<file path="config.mk">
export PLATFORM = sky130hd
export DESIGN_NAME = uart_key_decoder
export DESIGN_NICKNAME = d
export VERILOG_FILES = /design/src/rtl/uart_key_decoder.sv
export SDC_FILE = /design/constraint.sdc
export NUM_CORES = 1
export LEC_CHECK = 0
export BUFFER_PORTS_ARGS = -buffer_cell sky130_fd_sc_hd__buf_2
export CAP_MARGIN = 10
export CORE_UTILIZATION = 60
export CTS_BUF_LIST = sky130_fd_sc_hd__clkbuf_8
export CTS_CLUSTER_DIAMETER = 200
export CTS_CLUSTER_SIZE = 10
export DETAILED_ROUTE_END_ITERATION = 6
export GPL_TIMING_DRIVEN = 1
export PLACE_DENSITY = 0.9
export SETUP_SLACK_MARGIN = 0.15
export SYNTH_ARGS = -nofsm -noshare
export SYNTH_HDL_FRONTEND = slang
export SYNTH_SLANG_ARGS = --single-unit
</file>
<file path="constraint.sdc">
create_clock -name clk -period 3.7 [get_ports clk]
set_clock_uncertainty 0.1 [all_clocks]
set_input_delay 0.185 -clock clk [delete_from_list [all_inputs] [get_ports clk]]
set_output_delay 0.185 -clock clk [all_outputs]
set_load 0.005 [all_outputs]
</file>
<file path="src/rtl/uart_key_decoder.sv">
// rtl/uart_key_decoder.sv - UART keyboard byte decoder with command FIFO and held direction outputs
module uart_key_decoder #(
    parameter int HOLD_CLKS = 50_000_000
) (
    input  logic       clk,
    input  logic       rst_n,
    input  logic       rxDone,
    input  logic [7:0] rxByte,
    output logic       cmd_valid,
    output logic [2:0] cmd_code,
    input  logic       cmd_ready,
    output logic       dir_up,
    output logic       dir_left,
    output logic       dir_down,
    output logic       dir_right,
    output logic       paused,
    output logic       restart,
    output logic [7:0] err_count,
    output logic       overflow
);

    localparam int CNT_W = $clog2(HOLD_CLKS);
    localparam logic [CNT_W-1:0] HOLD_LOAD = CNT_W'(HOLD_CLKS - 1);

    typedef enum logic {
        IDLE = 1'b0,
        HOLD = 1'b1
    } dir_state_t;

    logic       key_valid;
    logic [2:0] key_code;
    logic       key_rx;
    logic       key_bad;
    logic       dir_hit;
    logic       pause_hit;
    logic       restart_hit;

    // Setting bit 5 folds upper case onto lower case; only the two letter
    // cases of each key collapse onto the same value.
    always_comb begin
        key_valid = 1'b0;
        key_code  = 3'd0;
        case (rxByte | 8'h20)
            8'h77: begin key_valid = 1'b1; key_code = 3'd0; end
            8'h61: begin key_valid = 1'b1; key_code = 3'd1; end
            8'h73: begin key_valid = 1'b1; key_code = 3'd2; end
            8'h64: begin key_valid = 1'b1; key_code = 3'd3; end
            8'h70: begin key_valid = 1'b1; key_code = 3'd4; end
            8'h72: begin key_valid = 1'b1; key_code = 3'd5; end
            default: begin
                key_valid = 1'b0;
                key_code  = 3'd0;
            end
        endcase
    end

    assign key_rx      = rxDone & key_valid;
    assign key_bad     = rxDone & ~key_valid;
    assign dir_hit     = key_rx & ~key_code[2];
    assign pause_hit   = key_rx & (key_code == 3'd4);
    assign restart_hit = key_rx & (key_code == 3'd5);

    // Command FIFO, first-word-fall-through
    logic [2:0] fifo_mem [4];
    logic [1:0] rd_ptr;
    logic [1:0] wr_ptr;
    logic [2:0] fifo_cnt;
    logic       fifo_full;
    logic       pop;
    logic       push;
    logic       drop;

    assign fifo_full = (fifo_cnt == 3'd4);
    assign pop       = cmd_valid & cmd_ready;
    assign push      = key_rx & (~fifo_full | pop);
    assign drop      = key_rx & fifo_full & ~pop;

    always_ff @(posedge clk or negedge rst_n) begin
        if (!rst_n) begin
            for (int i = 0; i < 4; i++) begin
                fifo_mem[i] <= 3'd0;
            end
            rd_ptr   <= 2'd0;
            wr_ptr   <= 2'd0;
            fifo_cnt <= 3'd0;
            overflow <= 1'b0;
        end else begin
            if (push) begin
                fifo_mem[wr_ptr] <= key_code;
                wr_ptr           <= wr_ptr + 2'd1;
            end
            if (pop) begin
                rd_ptr <= rd_ptr + 2'd1;
            end
            case ({push, pop})
                2'b10:   fifo_cnt <= fifo_cnt + 3'd1;
                2'b01:   fifo_cnt <= fifo_cnt - 3'd1;
                default: fifo_cnt <= fifo_cnt;
            endcase
            if (drop) begin
                overflow <= 1'b1;
            end
        end
    end

    assign cmd_valid = (fifo_cnt != 3'd0);
    assign cmd_code  = cmd_valid ? fifo_mem[rd_ptr] : 3'd0;

    always_ff @(posedge clk or negedge rst_n) begin
        if (!rst_n) begin
            paused    <= 1'b0;
            restart   <= 1'b0;
            err_count <= 8'd0;
        end else begin
            restart <= restart_hit;
            if (restart_hit) begin
                paused <= 1'b0;
            end else if (pause_hit) begin
                paused <= ~paused;
            end
            if (key_bad && (err_count != 8'hFF)) begin
                err_count <= err_count + 8'd1;
            end
        end
    end

    // Direction hold FSM
    dir_state_t       state;
    dir_state_t       state_next;
    logic [CNT_W-1:0] hold_cnt;
    logic [CNT_W-1:0] hold_cnt_next;
    logic [1:0]       dir_sel;
    logic [1:0]       dir_sel_next;
    logic             dir_active;

    always_ff @(posedge clk or negedge rst_n) begin
        if (!rst_n) begin
            state    <= IDLE;
            hold_cnt <= '0;
            dir_sel  <= 2'd0;
        end else begin
            state    <= state_next;
            hold_cnt <= hold_cnt_next;
            dir_sel  <= dir_sel_next;
        end
    end

    always_comb begin
        state_next    = state;
        hold_cnt_next = hold_cnt;
        dir_sel_next  = dir_sel;
        case (state)
            IDLE: begin
                state_next = IDLE;
            end
            HOLD: begin
                if (hold_cnt == '0) begin
                    state_next = IDLE;
                end else begin
                    hold_cnt_next = hold_cnt - 1'b1;
                end
            end
            default: begin
                state_next    = IDLE;
                hold_cnt_next = '0;
            end
        endcase
        // A fresh direction byte always wins over the countdown.
        if (dir_hit) begin
            state_next    = HOLD;
            hold_cnt_next = HOLD_LOAD;
            dir_sel_next  = key_code[1:0];
        end
        if (restart_hit) begin
            state_next    = IDLE;
            hold_cnt_next = '0;
        end
    end

    // Pause masks the outputs only; the hold window keeps running underneath.
    assign dir_active = (state == HOLD) & ~paused;
    assign dir_up     = dir_active & (dir_sel == 2'd0);
    assign dir_left   = dir_active & (dir_sel == 2'd1);
    assign dir_down   = dir_active & (dir_sel == 2'd2);
    assign dir_right  = dir_active & (dir_sel == 2'd3);

endmodule

</file>
== Word level (Yosys, flattened, before mapping) ==
Index checks and enable logic that the tools add are counted.

* Bits of input ports: 12
* ROM bits: 0
* Memories: 0
* Register bits: 59
* Latch bits: 0
* RAM bits: 0

* Multiply operators: 0
* Reduce and logical (&&, ||, !) cells: 10
* Divide/modulo/power cells: 0
* Add/sub/neg operators: 6
* Bitwise gates (word level): 23
* Muxes and demuxes: 20
* Equal/unequal tests: 16
* Order comparisons: 3
* Shifts and indexed selects: 0

{| class="wikitable"
|+ Operator list
! cell !! count
|-
| 26-bit 2-to-1 mux || 4
|-
| 7-bit by 6-bit equality test with 1-bit output, second input constant || 6
|-
| 26-bit zero test || 1
|-
| 26-bit by 1-bit subtractor with 26-bit output, second input constant || 1
|-
| 3-bit case mux with 5 select lines || 1
|-
| 1-bit bitwise AND || 14
|-
| 12-bit bitwise mux || 1
|-
| 3-bit 2-to-1 mux || 4
|-
| 3-bit equality test, second input constant || 3
|-
| 8-bit by 1-bit adder with 8-bit output, second input constant || 1
|-
| 8-bit != test, second input constant || 1
|-
| 3-bit binary-select mux with 2-bit select || 1
|-
| 3-bit demux with 2-bit select || 1
|-
| 2-bit equality test, second input constant || 3
|-
| 3-bit greater-or-equal comparator, second input constant || 2
|-
| 1-bit 2-to-1 mux || 6
|-
| 1-bit inverter || 6
|-
| 2-bit inverter with 3-bit output || 2
|-
| 3-bit case mux with 2 select lines || 1
|-
| 3-bit nonzero test || 2
|-
| 6-bit OR reduction || 1
|-
| 2-bit by 1-bit adder with 2-bit output, second input constant || 2
|-
| 2-bit by 1-bit equality test with 1-bit output, second input constant || 2
|-
| 2-bit nonzero test || 2
|-
| 9 further kinds || 10
|}

== Depth between registers and ports, before layout ==
* Word-level depth: 7
* Gate-level depth with buffers: 11
* Gate-level depth less buffers: 10

== Worst setup path after synthesis ==
Ideal clock, no wire load.

* Path type: input -> register
* Start: input port rxByte[1]
* End: register fifo_cnt[2]
* Stages: 11
* Library setup time: 0.125 ns
* Setup slack: 1.282 ns
* Path buffers: 1
* Required time: 3.475 ns
* Arrival time: 2.192 ns
* Cells stage by stage: buf_2 > or3b_2 > a21o_1 > a211oi_4 > inv_1 > ha_1 > inv_1 > fa_1 > xor2_1 > nor2_1 > xor2_1

* Longest elaborated chain between the ends: 7

{| class="wikitable"
|+ RTL lines
! what !! RTL line !! RTL
|-
| start: declaration || 8 || <nowiki>input logic [7:0] rxByte,</nowiki>
|-
| 7-bit by 6-bit equality test with 1-bit output || 43 || <nowiki>case (rxByte | 8'h20)</nowiki>
|-
| 6-bit OR reduction (no line) (*) || -- ||
|-
| 1-bit 2-to-1 mux (*) || 43 ||
|-
| 1-bit bitwise AND (*) || 57 || <nowiki>assign key_rx = rxDone & key_valid;</nowiki>
|-
| 1-bit bitwise AND (*) || 75 || <nowiki>assign push = key_rx & (~fifo_full | pop);</nowiki>
|-
| 2-bit by 1-bit equality test with 1-bit output or 2-bit equality test (tied branches) || 95 || <nowiki>case ({push, pop})</nowiki>
|-
| 3-bit case mux with 2 select lines or 2-bit nonzero test (tied branches) || -- ||
|-
| end signal: assignment || 96 || <nowiki>2'b10: fifo_cnt <= fifo_cnt + 3'd1;</nowiki>
|-
| end signal: assignment || 97 || <nowiki>2'b01: fifo_cnt <= fifo_cnt - 3'd1;</nowiki>
|-
| end signal: assignment || 98 || <nowiki>default: fifo_cnt <= fifo_cnt;</nowiki>
|-
| end: declaration || 67 || <nowiki>logic [2:0] fifo_cnt;</nowiki>
|}

Mark *: on every way between the ends. The rest lies on a longest branch, timed or not.
A chain may end at the register's enable or synchronous reset.

== Worst setup path in the final report ==
* Start: register hold_cnt[6]
* End: register hold_cnt[15]

* Longest elaborated chain between the ends: 5

{| class="wikitable"
|+ RTL lines
! what !! RTL line !! RTL
|-
| start: declaration || 130 || <nowiki>logic [CNT_W-1:0] hold_cnt;</nowiki>
|-
| start signal: assignment || 143 || <nowiki>hold_cnt <= hold_cnt_next;</nowiki>
|-
| 26-bit by 1-bit subtractor with 26-bit output || 160 || <nowiki>hold_cnt_next = hold_cnt - 1'b1;</nowiki>
|-
| 26-bit 2-to-1 mux || 157 || <nowiki>if (hold_cnt == '0) begin</nowiki>
|-
| 26-bit 2-to-1 mux || 152 || <nowiki>case (state)</nowiki>
|-
| 26-bit 2-to-1 mux || 169 || <nowiki>if (dir_hit) begin</nowiki>
|-
| 26-bit 2-to-1 mux || 174 || <nowiki>if (restart_hit) begin</nowiki>
|}

Parallel ways exist; a longest one is shown, timed or not. The select of a mux whose other input is x is not followed.

==> results.py <==
metrics = {
    "status": {
        "outcome": "finished, final reports clean",
    },
    "floorplan": {
        "dieArea_mm2": 0.00568,
        "fp-row-count": 26,
        "start_util_pct": 62.8,
        "die_h_um": 75.4,
        "die_x_um": 75.4,
        "io_pins": 31,
        "core-area_mm2": 0.00514,
    },
    "timing": {
        "worst_slack_ps": 1070,
        "grt_setup_unrepaired": "no",
        "hold_violations": 0,
        "slew_viol_final": 0,
        "layout_min_cycle_time_ps": 2630,
        "max_freq_ghz": 0.381,
        "setup_viol": 0,
        "fin_tns_setup_ps": 0,
        "fin_crit_sh_pct": 71.0,
        "worst_slew_pin_slew_ps": 1090,
        "maxSlewHeadroom_pct": 26.6,
    },
    "cts": {
        "cts_tree": "done",
        "clk_latency_ps": 340,
        "cts.clk_slew.worst_paths_ps": 70,
        "cts-buffers-inserted": 9,
        "cts_sinks": 59,
        "h-tree-depth": 3,
        "clockBufferDepth": 2,
        "cts_root_buf": "clkbuf_8",
    },
    "layout": {
        "finish.utilization_pct": 71.2,
        "syn_to_final_growth_pct": 13.3,
        "stdcell_area_mm2": 0.00366,
        "antenna_cells": 0,
        "layout-drive-gt1-share_pct": 23.7,
        "nets": 359,
    },
    "yosys": {
        "syn_area_mm2": 0.00323,
        "synth_top_area_share_pct": 45.7,
        "synth_warnings": 0,
        "syn_inst": 303,
        "synthFlopType": "dfrtp_1",
        "synth_area_per_cell_um2": 10.7,
        "synth_nets": 324,
        "synth-edff-count": 0,
        "synthArstFlopShare_pct": 100,
        "synth-seq-area-share_pct": 45.7,
        "yosysTopAreaCell": "dfrtp_1",
        "yosys-top-cells-area": "dfrtp_1 (46%), mux2_2 (4.9%), or4_1 (3.5%), xnor2_1 (3.3%), a31oi_1 (3.1%)",
        "synth-seq-cells": 59,
        "synth.distinct_cells": 48,
    },
    "routing": {
        "wl_um": 7130,
        "viasPerCell": 6.42,
        "drt_iter0_drc": 215,
        "drt-pass1-iter-count": 4,
        "drc": 0,
        "final_antenna_net_count": 0,
        "routedWlPerCell_um": 17.3,
        "vias": 2646,
    },
    "power_and_ir_drop": {
        "leakage_nw": 1.52,
        "vdd_drop_max_uv": 426,
        "power_density_mw_per_mm2": 585,
        "p_sw_mw": 0.760,
        "combPwrFrac_pct": 27.2,
        "clkPwrFrac_pct": 24.5,
        "seqPwrFrac_pct": 48.3,
        "finalPower_mw": 2.14,
        "p_sw_share_pct": 35.5,
        "internal-power_mw": 1.38,
    },
    "critical_path": {
        "cp_cell_sequence": "nor4_2 -> nand3_1 -> or3_1 -> or3_1 -> a31oi_1",
        "max_stage_delay_ps": 620,
        "path_common_cell": "or3_1",
        "crit_path_max_fanout": 12,
        "start_kind": "flip-flop",
        "worstSetupPathType": "flip-flop to flip-flop",
        "reg2reg_slack_ps": 1070,
        "worstPathArrival_ps": 2780,
        "crit_slowest_cell": "nor4_2",
        "critPathCaptureType": "flip-flop",
        "worstPathRequired_ps": 3850,
    },
    "placement": {
        "portBuffers": 29,
        "placed_cell_area_mm2": 0.00347,
        "post-dp-hpwl_um": 4810,
        "place_congestion": 0.880,
        "dp_slack_ps": 898,
    },
    "global_route": {
        "grt_max_degree": 41,
        "antenna_found_initial": 0,
        "grt-ovfl-total": 0,
        "grt_pass1_vias": 2521,
        "grt_pass1_wl_um": 11600,
        "grt_usage_pct": 28.2,
    },
    "run": {
        "drv_cap": 0,
    },
    "min_path": {
        "hp-class": "primary input to flip-flop",
    },
}
-- state kept, by name, indices dropped and copies added, names as in the netlist --
register / cells
restart: 1
wr_ptr: 2
dir_sel: 2
overflow: 1
hold_cnt: 26
rd_ptr: 2
fifo_cnt: 3
state: 1
err_count: 8
paused: 1
fifo_mem: 12
-- per-stage QoR --
step	hold WS (ps)	instances
6_report	119	412
5_1_grt	121	412
4_1_cts	122	412
3_5_place_dp	249	396
3_3_place_gp	242	396
2_1_floorplan	-211	303
-- synth_stat cells (all sizes together) (2+ instances only) --
master,instances
nor4bb,3
nand3,5
xnor2,12
or4,16
inv,12
or3,13
and3,5
nand4,11
nand2b,4
or3b,2
nor2,8
nor4b,5
nand2,17
o311ai,2
nand3b,2
ha,8
mux2i,2
nor4,7
nor3,5
mux4,3
o41ai,2
xor2,7
a21o,3
mux2,14
clkbuf,10
dfrtp,59
and2,5
a21oi,11
o31ai,11
a31oi,16
o21ai,10
-- placed cells by master (no fill, tap or decap), drive strengths merged, types with 12 or more instances in the layout --
cell   instances
dfrtp         59
inv           12
or3           13
a31oi         16
buf           34
mux2          14
xnor2         12
or4           16
nand2         17
-- cells by family (layout without fill, tap and decap cells) --
family	after synthesis	after routing	share of synthesized area (%)
xor gates and xnor gates	19	19	5.15
DFF	59	59	45.7
muxes	19	19	7.59
adders and majority gates	9	9	3.72
AOI/OAI and AO/OA	61	61	12.7
and+or+nand+nor	113	113	22.4
buffers and inverters	23	62	2.71
-- area by class of cell --
class                      instances  area [um2]
multi-input combinational        221        1680
fill                             380        1480
sequential                        59        1480
timing repair buffer              35         193
clock buffer                      11         151
tap                               70        87.6
inverter                          12        45.0
clock inverter                     4        26.3
-- layer usage --
layer  wire, um  up-vias  GRT usage, %
met4        113        0          13.6
met3        300       10          6.35
met5          0        -             0
li1           -     1232             -
met1       3050     1325          35.0
met2       3670       79          46.8
-- worst paths after layout --
| check | startpoint | end | cells after the start |
|---|---|---|---|
| worst max-delay path | hold_cnt[6] | hold_cnt[15] | 5 |
| worst min-delay path | cmd_ready | overflow | 3 |
| worst max register to register | hold_cnt[6] | hold_cnt[15] | 5 |
| worst min register to register | overflow | overflow | 1 |
| max in group asynchronous | rst_n | hold_cnt[11] | 3 |
| min in group asynchronous | rst_n | hold_cnt[16] | 2 |
-- critical path: cells and delay by family (launching register included) --
kind	cells	cell delay, ps
simple gates	4	1850
flops	1	420
compound gates	1	180
-- power groups by stage --
stage                     sequential [mW]  clock [mW]  combinational (mW)
after floorplan                     0.982           0               0.436
after global placement               1.02           0               0.539
after detailed placement             1.04           0               0.574
after CTS                            1.03       0.530               0.584
after global routing                 1.06       0.559               0.654
final                                1.03       0.525               0.582
-- repair_timing --
| action | 4_1_cts | 5_1_grt |
|---|---|---|
| hold endpoints to repair | 39 | 0 |
| hold buffers | 1 | 0 |
| resized for setup | 0 | 0 |
| buffers inserted | 0 | 0 |
(Power assumes the default switching activity.)
